===== src/rtl/pll_sample_streamer.sv =====
// pll_sample_streamer: paced sequential reader of a 1-cycle-latency sample memory with valid/ready output
//   clk_i/reset_n_i      : system clock, async active-low reset
//   start_i/stop_i       : single-cycle playback start / abort pulses
//   loop_en_i            : wrap to word 0 after the last word instead of finishing
//   mem_*_o/mem_readdata_i : memory read port (address, select, clock enable, data a cycle later)
//   sample_*             : captured sample with valid/ready handshake
//   busy_o/done_o        : playback active / one-shot completion pulse
//   late_count_o         : saturating count of sample ticks missed while a sample was held
module pll_sample_streamer #(
  parameter int ADDR_WIDTH      = 18,
  parameter int DATA_WIDTH      = 16,
  parameter int NUM_WORDS       = 240255,
  parameter int CLKS_PER_SAMPLE = 1042
) (
  input  logic                  clk_i,
  input  logic                  reset_n_i,
  input  logic                  start_i,
  input  logic                  stop_i,
  input  logic                  loop_en_i,
  output logic [ADDR_WIDTH-1:0] mem_address_o,
  output logic                  mem_chipselect_o,
  output logic                  mem_clken_o,
  input  logic [DATA_WIDTH-1:0] mem_readdata_i,
  output logic [DATA_WIDTH-1:0] sample_data_o,
  output logic                  sample_valid_o,
  input  logic                  sample_ready_i,
  output logic                  busy_o,
  output logic                  done_o,
  output logic [15:0]           late_count_o
);
  localparam int CW = $clog2(CLKS_PER_SAMPLE);
  typedef enum logic [2:0] {IDLE, FETCH, CAPTURE, HOLD, WAIT_TICK} state_t;
  state_t                state_q;
  logic [ADDR_WIDTH-1:0] addr_q, addr_d;
  logic [CW-1:0]         cnt_q, cnt_d;
  logic [DATA_WIDTH-1:0] data_q;
  logic [15:0]           late_q, late_d;
  logic                  pend_q, cs_q, valid_q, busy_q, done_q;
  logic                  tick, accept, last, go_now;
  always_comb begin
    tick   = busy_q && cnt_q == CW'(CLKS_PER_SAMPLE - 1);
    accept = valid_q && sample_ready_i;
    last   = addr_q == ADDR_WIDTH'(NUM_WORDS - 1);
    go_now = pend_q || tick;
    addr_d = last ? '0 : addr_q + 1'b1;
    cnt_d  = tick ? '0 : cnt_q + 1'b1;
    late_d = &late_q ? late_q : late_q + 1'b1;
  end
  // cs_q is set on every transition into FETCH so select/enable are registered, one cycle wide.
  always_ff @(posedge clk_i or negedge reset_n_i) begin
    if (!reset_n_i) begin
      state_q <= IDLE;
      addr_q  <= '0;
      cnt_q   <= '0;
      data_q  <= '0;
      late_q  <= '0;
      pend_q  <= 1'b0;
      cs_q    <= 1'b0;
      valid_q <= 1'b0;
      busy_q  <= 1'b0;
      done_q  <= 1'b0;
    end else begin
      done_q <= 1'b0;
      cs_q   <= 1'b0;
      cnt_q  <= cnt_d;
      if (state_q != IDLE && stop_i) begin
        state_q <= IDLE;
        busy_q  <= 1'b0;
        valid_q <= 1'b0;
        pend_q  <= 1'b0;
        cnt_q   <= '0;
      end else begin
        case (state_q)
          IDLE: begin
            cnt_q <= '0;
            if (start_i && !stop_i) begin
              addr_q  <= '0;
              pend_q  <= 1'b0;
              late_q  <= '0;
              cs_q    <= 1'b1;
              busy_q  <= 1'b1;
              state_q <= FETCH;
            end
          end
          FETCH: begin
            if (tick) pend_q <= 1'b1;
            state_q <= CAPTURE;
          end
          CAPTURE: begin
            if (tick) pend_q <= 1'b1;
            data_q  <= mem_readdata_i;
            valid_q <= 1'b1;
            state_q <= HOLD;
          end
          HOLD: begin
            if (accept) begin
              valid_q <= 1'b0;
              pend_q  <= 1'b0;
              if (last && !loop_en_i) begin
                done_q  <= 1'b1;
                busy_q  <= 1'b0;
                cnt_q   <= '0;
                state_q <= IDLE;
              end else begin
                // a tick already pending (or arriving now) starts the next fetch immediately
                addr_q  <= addr_d;
                cs_q    <= go_now;
                state_q <= go_now ? FETCH : WAIT_TICK;
              end
            end else if (tick) begin
              if (pend_q) late_q <= late_d;
              else pend_q <= 1'b1;
            end
          end
          WAIT_TICK: begin
            if (tick) begin
              cs_q    <= 1'b1;
              state_q <= FETCH;
            end
          end
          default: state_q <= IDLE;
        endcase
      end
    end
  end
  assign mem_address_o    = addr_q;
  assign mem_chipselect_o = cs_q;
  assign mem_clken_o      = cs_q;
  assign sample_data_o    = data_q;
  assign sample_valid_o   = valid_q;
  assign busy_o           = busy_q;
  assign done_o           = done_q;
  assign late_count_o     = late_q;
endmodule


===== config.mk =====
export PLATFORM = sky130hd
export DESIGN_NAME = pll_sample_streamer
export DESIGN_NICKNAME = d
export VERILOG_FILES = /design/src/rtl/pll_sample_streamer.sv
export SDC_FILE = /design/constraint.sdc
export NUM_CORES = 1
export LEC_CHECK = 0
export CAP_MARGIN = 5
export CORE_UTILIZATION = 40
export CTS_BUF_LIST = sky130_fd_sc_hd__clkbuf_4 sky130_fd_sc_hd__clkbuf_8
export CTS_CLUSTER_SIZE = 12
export DETAILED_ROUTE_END_ITERATION = 10
export GPL_ROUTABILITY_DRIVEN = 1
export PLACE_DENSITY = 0.64
export SYNTH_ARGS = -nofsm -noshare
export SYNTH_HDL_FRONTEND = slang
export SYNTH_SLANG_ARGS = --single-unit

===== constraint.sdc =====
create_clock -name clk_i -period 3.4 [get_ports clk_i]
set_input_delay 0.51 -clock clk_i [delete_from_list [all_inputs] [get_ports clk_i]]
set_output_delay 0.51 -clock clk_i [all_outputs]
set_load 0.02 [all_outputs]

* Word-level counts from Yosys, hierarchy flattened
Cells that the tools add are included.
Storage, ports and cells: flip-flop bits (word level) 69, input bits 22, output and inout port bits 55, word-level logic and storage cells 100
Cells by class: $add $sub $neg 3, equal/unequal tests 17, muxes and demuxes 46, bitwise logic cells 1, reductions and logical operators 23
Operators with widths (number):
- two-way mux 16 bit | 5
- two-way mux 18 bit | 4
- two-way mux 11 bit | 4
- case mux 18 bit (2 select lines) | 1
- case mux 16 bit (2 select lines) | 1
- case mux 11 bit (2 select lines) | 1
- two-way mux 1 bit | 19
- adder 18 x 1 -> 18 bit, second input constant | 1
- equality test 18 bit, second input constant | 1
- two-way mux 3 bit | 6
- adder 16 x 1 -> 16 bit, second input constant | 1
- AND reduction 16 bit | 1
- case mux 3 bit (5 select lines) | 1
- inequality test 2 bit, second input constant | 7
- inequality test 3 bit, second input constant | 4
- adder 11 x 1 -> 11 bit, second input constant | 1
- equality test 11 bit, second input constant | 1
- nonzero test 3 bit | 3
- AND reduction 7 bit | 1
- equality test 3 x 2 -> 1 bit, second input constant | 2
- case mux 1 bit (3 select lines) | 2
- AND reduction 2 bit | 3
- logical AND 1 bit | 5
- AND reduction 5 bit | 1
- other kinds (12) | 14

* Logic depth before layout (Yosys ltp)
Gate-level depths: netlist of the first run.
depth after elaboration 8, mapped depth 9, gate-level depth less buffers 7

* Least setup slack after synthesis of the first run
No wires, ideal clock.
kind reg2reg, start point register addr_q[10], in the netlist mem_address_o[10], end point register cnt_q[2], setup time 119 ps, arrival time 2098 ps, required time 3281 ps, slack 1183 ps, stages on the path, launching flop included 7, path buffers 1, period minus slack after synthesis 2217 ps, cells stage by stage dfrtp_1 > or4b_4 > nor4_4 > nand2_1 > o31ai_1 > buf_4 > nor2_1
On the way: cells in the longest elaborated chain, start to end 6
Ends and longest elaborated chain:
- start: declaration | RTL line 34 | logic [ADDR_WIDTH-1:0] addr_q, addr_d;
- start signal: assignment | RTL line 106 | addr_q <= addr_d;
- equality test 18 bit | RTL line 43 | last = addr_q == ADDR_WIDTH'(NUM_WORDS - 1);
- logical AND 1 bit | RTL line 99 | if (last && !loop_en_i) begin
- two-way mux 11 bit | RTL line 99
- two-way mux 11 bit | RTL line 96 | if (accept) begin
- case mux 11 bit (2 select lines) | RTL line 73 | case (state_q)
- two-way mux 11 bit | RTL line 66 | if (state_q != IDLE && stop_i) begin
- end signal: assignment | RTL line 65 | cnt_q <= cnt_d;
- end: declaration | RTL line 35 | logic [CW-1:0] cnt_q, cnt_d;
Every way passes these cells. A chain may end at the register's enable or synchronous reset.

* Worst setup path after layout of the first run
start point register addr_q[10], in the netlist mem_address_o[10], end point register addr_q[8], in the netlist mem_address_o[8]
On the way: cells in the longest elaborated chain, start to end 5, elaborated cells on any way between the ends 8, classes of those cells eq/ne: 2; mux: 4; reduce/logical: 2
Ends and longest elaborated chain:
- equality test 18 bit * | RTL line 43
- two-way mux 18 bit | RTL line 45 | addr_d = last ? '0 : addr_q + 1'b1;
- two-way mux 18 bit | RTL line 99
- two-way mux 18 bit | RTL line 96
- case mux 18 bit (2 select lines) | RTL line 73
Every way passes the cells marked *; elsewhere a longest branch is shown, timed or not. The select of a mux whose other input is x is not followed.

==> reports/results.tsv, run 1 <==
metric	value	unit
area of the multi-input gates	1820	um2
largest net degree at the start of global routing	70	
GRT Util Overall	20.4	%
total core area	8850	um2
final hold violation count	0	
TritonCTS clock tree	built	
Via density	5.75	
Sw Ratio	29.0	%
crit path from	mem_address_o[10]$_DFFE_PN0P_	
initial antenna violation count	0	
worst-skew pair later-pin latency	0.35	ns
placed insts	566	
Seq/Total Area, Yosys	46.5	%
global-route wire length before repair	15800	um
CP max stage delay	0.57	ns
f_max	375	MHz
sequential power share	40.5	%
non-filler cells in the finished layout	582	
CP max FO	15	
FF/Latch Area	1730	um2
worst flop-to-flop path startpoint	mem_address_o[10]$_DFFE_PN0P_	
share of cells above drive strength 1	10.5	%
Slew Limit Fails	0	
#FFs+latches synth	69	
net switching power figure	0.710	mW
Die Footprint	9670	um2
YS warnings	0	
setup bufs post-CTS	0	
vias	3348	
Peak supply drop	0.249	mV
first-pass detailed-route iteration total	11	
top_reg_cell synth	dfrtp_1	
worst slew pin tran	1.23	ns
antenna-violating nets left	0	
Ports	77	
CTS Buf Count	9	
crit path DAT	2.88	ns
class of the most critical setup path	reg2reg	
post-cts resize count	0	
Finished Core Util	54.6	%
CTS Sinks	69	
diode count	0	
violated checks	design-rule violations	
clock-pin transition on the worst setup and hold timing paths	0.08	ns
PnR worst setup slack	0.731	ns
Setup Skew	0.00974	ns
crit-path cells	or4b_4 -> nor4_4 -> a21oi_1 -> nand2_1 -> o221ai_1	
RSZ-0062 raised after global routing	no	
ys async rst share	100	%
drc violations	8	
Max H-tree Level	3	
final wirelength	9160	um
required time worst endpoint	3.61	ns
GRT overflow	0	
max cap viols	0	
fraction of power consumed by combinational cells	24.8	%
vias in the first global route	3276	
setup TNS	0	ns
period utilization	78.5	%
hpwl dp	6210	um
R2R setup slack	0.73	ns
CTS Buffer Depth	2	
EDFF count, synth	0	
wire length per cell	15.7	um
Placer Congestion	0.825	
# rows	34	
Hold Buf Count CTS	0	
worst hold path class	in2async	
worst reg2reg path endpoint	mem_address_o[8]$_DFFE_PN0P_	
port bufs	76	
fillcell total	794	
Int Power	1.74	mW
Initial DRC Count	158	
Startpoint Class	flip-flop	
die height	98.3	um
power share of the clock group	34.7	%
Post-Syn Instances	394	
R2R depth	5	
die width	98.3	um
clock root buffer master	clkbuf_8	
synthesized area	3710	um2
hold_ws	0.355	ns
crit path time final	2.67	ns
Leak	1.84	nW
Final nets	496	
Max transition margin	18.1	%
Syn Nets	421	
synthesis-to-finish area growth	30.2	%
starting density of the core	42.0	%
cell area power density	506	nW/um2
Worst setup EP type	flip-flop	
Syn Area/Cell	9.42	um2
status	finished, violations left	
crit path max-delay cell type	or4b_4	
Yosys cell types	53	
dpl ws	0.485	ns
Critical Path Sink	mem_address_o[8]$_DFFE_PN0P_	
Setup violations, final	0	
registers in the layout, indices dropped and copies added, names as in the netlist:
register,count
mem_address_o,18
sample_valid_o,1
mem_chipselect_o,1
cnt_q,11
sample_data_o,16
done_o,1
pend_q,1
state_q,3
busy_o,1
late_count_o,16
worst min path at each step:
stage / endpoint / slack (ns) / depth (start not counted)
floorplan: busy_o$_DFFE_PN0P_ / 0.21 / 0
CTS: cnt_q[5]$_DFF_PN0_ / 0.41 / 2
global placement: sample_data_o[11]$_DFFE_PN0P_ / 0.49 / 1
global route: cnt_q[5]$_DFF_PN0_ / 0.46 / 2
finish: cnt_q[5]$_DFF_PN0_ / 0.35 / 2
detailed placement: sample_data_o[7]$_DFFE_PN0P_ / 0.49 / 1
worst max-delay path, delay by kind of cell, from the launching register on:
| family | cells | cell delay [ns] |
|---|---|---|
| compound gates | 2 | 0.65 |
| flops | 1 | 0.49 |
| simple gates | 3 | 1.38 |
cell families (layout without fill, tap and decap cells):
logic type	Yosys count	after routing	share of synthesized area, %
XOR/XNOR	9	9	2.12
flip-flops	69	69	46.5
AO/OA/AOI/OAI	81	81	14.8
multiplexers	19	19	5.70
AND/OR/NAND/NOR	168	168	24.4
buffers and inverters	43	123	4.82
adder cells (fa/ha/maj)	5	5	1.69
cells in the final DEF (no fill, tap or decap), types with 3 or more instances in the layout:
| cell type | n |
|---|---|
| xnor2_1 | 5 |
| and4_1 | 3 |
| o211ai_1 | 14 |
| clkdlybuf4s50_1 | 75 |
| buf_4 | 8 |
| nand3_1 | 37 |
| nor3_1 | 13 |
| nand2_1 | 28 |
| nor2_1 | 28 |
| xor2_1 | 4 |
| clkbuf_8 | 10 |
| o21ai_0 | 16 |
| o31ai_1 | 6 |
| or3_1 | 10 |
| inv_1 | 23 |
| nand4_1 | 16 |
| and2_1 | 4 |
| bufinv_16 | 3 |
| mux2_2 | 17 |
| nand2b_1 | 4 |
| o221ai_1 | 3 |
| dfrtp_1 | 69 |
| ha_1 | 5 |
| or4_1 | 9 |
| a22oi_1 | 3 |
| a21oi_1 | 17 |
| a221oi_1 | 3 |
power by group through the flow:
stage	Sequential [mW]	Clock, mW	Combinational [mW]
6_report	0.991	0.848	0.608
5_1_grt	1.01	0.896	0.644
4_1_cts	0.991	0.868	0.612
3_5_place_dp	1.01	0	0.610
3_3_place_gp	1.00	0	0.603
2_1_floorplan	1.12	0	0.197
final cells by class:
cell class / instances / area share, %
clock buffers: 11 / 3.00
clock inverters: 5 / 2.20
inverters: 23 / 1.79
multi-input cells: 282 / 37.6
flip-flops and latches: 69 / 35.7
well taps: 108 / 2.80
repair buffers: 84 / 16.9
through the flow:
step,power [mW],instance area (um2)
2_1_floorplan,1.32,3710
3_3_place_gp,1.60,4580
3_5_place_dp,1.62,4580
4_1_cts,2.47,4830
5_1_grt,2.55,4830
6_report,2.45,4830
cells in the mapped netlist (6+ instances only):
cell type   n  area, um2
dfrtp_1    69       1730
nand3_1    37        185
nand2_1    28        105
nor2_1     28        105
inv_1      23       86.3
a21oi_1    17       85.1
mux2_2     17        191
nand4_1    16        100
o21ai_0    16       80.1
nor3_1     14       70.1
o211ai_1   14        105
or3_1      10       62.6
clkbuf_1    9       33.8
or4_1       9       67.6
buf_2       8       40.0
o31ai_1     6       45.0
layer usage:
layer  global-route usage [%]  share of wire [%]  up-vias
li1                         -                  -     1606
met1                     29.2                 47     1601
met3                     3.01                6.2       12
met4                     8.38                1.5        0
met2                     31.0                 45      129
met5                        0                  0        -
No activity file was read; power rests on OpenSTA's default activity.
==> run 2: changes to the inputs <==
--- a/config.mk
+++ b/config.mk
@@ -11,7 +11,7 @@
 export CTS_CLUSTER_SIZE = 12
 export DETAILED_ROUTE_END_ITERATION = 10
 export GPL_ROUTABILITY_DRIVEN = 1
-export PLACE_DENSITY = 0.64
+export PLACE_DENSITY = 0.66
 export SYNTH_ARGS = -nofsm -noshare
 export SYNTH_HDL_FRONTEND = slang
 export SYNTH_SLANG_ARGS = --single-unit
==> constraint.sdc (replaced) <==
create_clock -name clk_i -period 2.3 [get_ports clk_i]
set_input_delay 0.345 -clock clk_i [delete_from_list [all_inputs] [get_ports clk_i]]
set_output_delay 0.345 -clock clk_i [all_outputs]
set_load 0.02 [all_outputs]
==> run 2 against run 1 <==
Global-route usage is 0.089 points higher. Largest cell class unchanged. Setup slack worse by 0.62 ns. Combinational power is 59% higher. Largest power group unchanged. The run still ends with design-rule violations left.
==> reports/results.tsv, run 2 (synthesized netlist as in run 1, its figures left out) <==
metric	value	unit	change
status	finished, violations left		unchanged
violated checks	design-rule violations		unchanged
max reg flops	18		unchanged
GRT overflow	0		unchanged
non-filler cells in the finished layout	621		was 582
CTS Buffer Depth	2		unchanged
final hold violation count	0		unchanged
Via density	5.56		was 5.75
Leak	2.05	nW	was 1.84 nW
RSZ-0062 raised after global routing	yes		was no
placed insts	602		was 566
Final nets	535		was 496
synthesis-to-finish area growth	38.9	%	was 30.2%
Peak supply drop	0.348	mV	was 0.249 mV
Setup violations, final	0		unchanged
fillcell total	797		was 794
crit path DAT	2.42	ns	was 2.88 ns
Die Footprint	9670	um2	unchanged
worst hold path class	in2async		unchanged
CP max FO	8		was 15
diode count	0		unchanged
GRT Util Overall	20.5	%	was 20.4%
Ports	77		unchanged
share of cells above drive strength 1	17.9	%	was 10.5%
net switching power figure	1.05	mW	was 0.710 mW
Worst setup EP type	flip-flop		unchanged
fraction of power consumed by combinational cells	26.4	%	was 24.8%
vias	3453		was 3348
required time worst endpoint	2.53	ns	was 3.61 ns
TritonCTS clock tree	built		unchanged
Hold Buf Count CTS	0		unchanged
final wirelength	9560	um	was 9160 um
f_max	456	MHz	was 375 MHz
Sw Ratio	28.8	%	was 29.0%
vias in the first global route	3349		was 3276
hpwl dp	6670	um	was 6210 um
Max H-tree Level	3		unchanged
crit path time final	2.19	ns	was 2.67 ns
total core area	8850	um2	unchanged
worst slew pin tran	0.688	ns	was 1.23 ns
clock root buffer master	clkbuf_8		unchanged
sequential power share	39.6	%	was 40.5%
class of the most critical setup path	reg2reg		unchanged
PnR worst setup slack	0.107	ns	was 0.731 ns
wire length per cell	15.4	um	was 15.7 um
CTS Buf Count	9		unchanged
power share of the clock group	34.0	%	was 34.7%
clock-pin transition on the worst setup and hold timing paths	0.09	ns	was 0.08 ns
Initial DRC Count	209		was 158
period utilization	95.3	%	was 78.5%
Pwr Total	3.66	mW	was 2.45 mW
CTS Sinks	69		unchanged
die width	98.3	um	unchanged
# rows	34		unchanged
starting density of the core	42.0	%	unchanged
max cap viols	0		unchanged
hold_ws	0.0195	ns	was 0.355 ns
worst flop-to-flop path startpoint	mem_address_o[0]$_DFFE_PN0P_		was mem_address_o[10]$_DFFE_PN0P_
dpl ws	-0.164	ns	was 0.485 ns
crit path from	mem_address_o[0]$_DFFE_PN0P_		was mem_address_o[10]$_DFFE_PN0P_
initial antenna violation count	0		unchanged
Placer Congestion	0.844		was 0.825
Setup Skew	0.0169	ns	was 0.00974 ns
first-pass detailed-route iteration total	10		was 11
Startpoint Class	flip-flop		unchanged
global-route wire length before repair	15900	um	was 15800 um
antenna-violating nets left	0		unchanged
die height	98.3	um	unchanged
most frequent cells in the layout	clkdlybuf4s50_1, dfrtp_1, buf_4		was clkdlybuf4s50_1, dfrtp_1, nand3_1
Int Power	2.61	mW	was 1.74 mW
worst-skew pair later-pin latency	0.35	ns	about the same
port bufs	76		unchanged
most common cell after layout, fill and taps aside	clkdlybuf4s50_1		unchanged
drc violations	9		was 8
cell area power density	710	nW/um2	was 506 nW/um2
Max transition margin	54.1	%	was 18.1%
Slew Limit Fails	0		unchanged
largest net degree at the start of global routing	70		unchanged
-- run 2: cell type report --
| type | count | area, um2 | share of cell area [%] |
|---|---|---|---|
| inverters | 23 | 86.3 | 1.67 |
| well taps | 108 | 135 | 2.62 |
| multi-input cells | 282 | 1830 | 35.5 |
| clock buffers | 11 | 145 | 2.82 |
| flip-flops and latches | 69 | 1730 | 33.5 |
| repair buffers | 123 | 1120 | 21.8 |
| clock inverters | 5 | 108 | 2.09 |
-- run 2: power by group through the flow --
stage / Sequential [mW] / Combinational [mW] / Clock, mW
finish: 1.45 / 0.965 / 1.25
global route: 1.48 / 1.02 / 1.32
CTS: 1.45 / 0.963 / 1.27
detailed placement: 1.48 / 0.962 / 0
global placement: 1.47 / 0.951 / 0
floorplan: 1.66 / 0.291 / 0
-- run 2: worst paths after layout --
kind	cells after the start	endpoint	slack [ns]
hold / removal	2	cnt_q[10]$_DFF_PN0_	0.02
min in group clk_i	1	sample_data_o[8]$_DFFE_PN0P_	0.51
setup / recovery	8	mem_chipselect_o$_DFF_PN0_	0.11
max in group asynchronous	2	mem_address_o[6]$_DFFE_PN0P_	1.98
hold reg to reg	1	sample_data_o[8]$_DFFE_PN0P_	0.51
setup reg to reg	8	mem_chipselect_o$_DFF_PN0_	0.11
-- run 2: worst max-delay path: stages, from the launching register on --
cell and delay (ns):
dfrtp_1 0.40, inv_1 0.10, ha_1 0.20, nand4b_1 0.15
nor4_4 0.04, buf_4 0.17, nand2_1 0.11, or4b_2 0.62
o32ai_1 0.28
-- run 2: metal layers --
metal	track usage [%]	part of all wire, %	vias to the layer above
met5	0	0	-
met4	5.74	0.66	0
met3	4.01	6.0	4
met2	34.0	48	100
met1	27.4	46	1659
li1	-	-	1690
-- run 2: what timing repair did --
item	4_1_cts	5_1_grt
buffers inserted	0	3
setup endpoints to repair	0	24
gates resized for setup	0	5
-- run 2: per-stage QoR --
stage,util [%],TNS [ns],area [um2]
2_1_floorplan,-,0,3710
3_3_place_gp,54.9,-1.44,4860
3_5_place_dp,54.9,-2.02,4860
4_1_cts,57.8,0,5110
5_1_grt,58.3,-0.00639,5150
6_report,58.3,0,5150
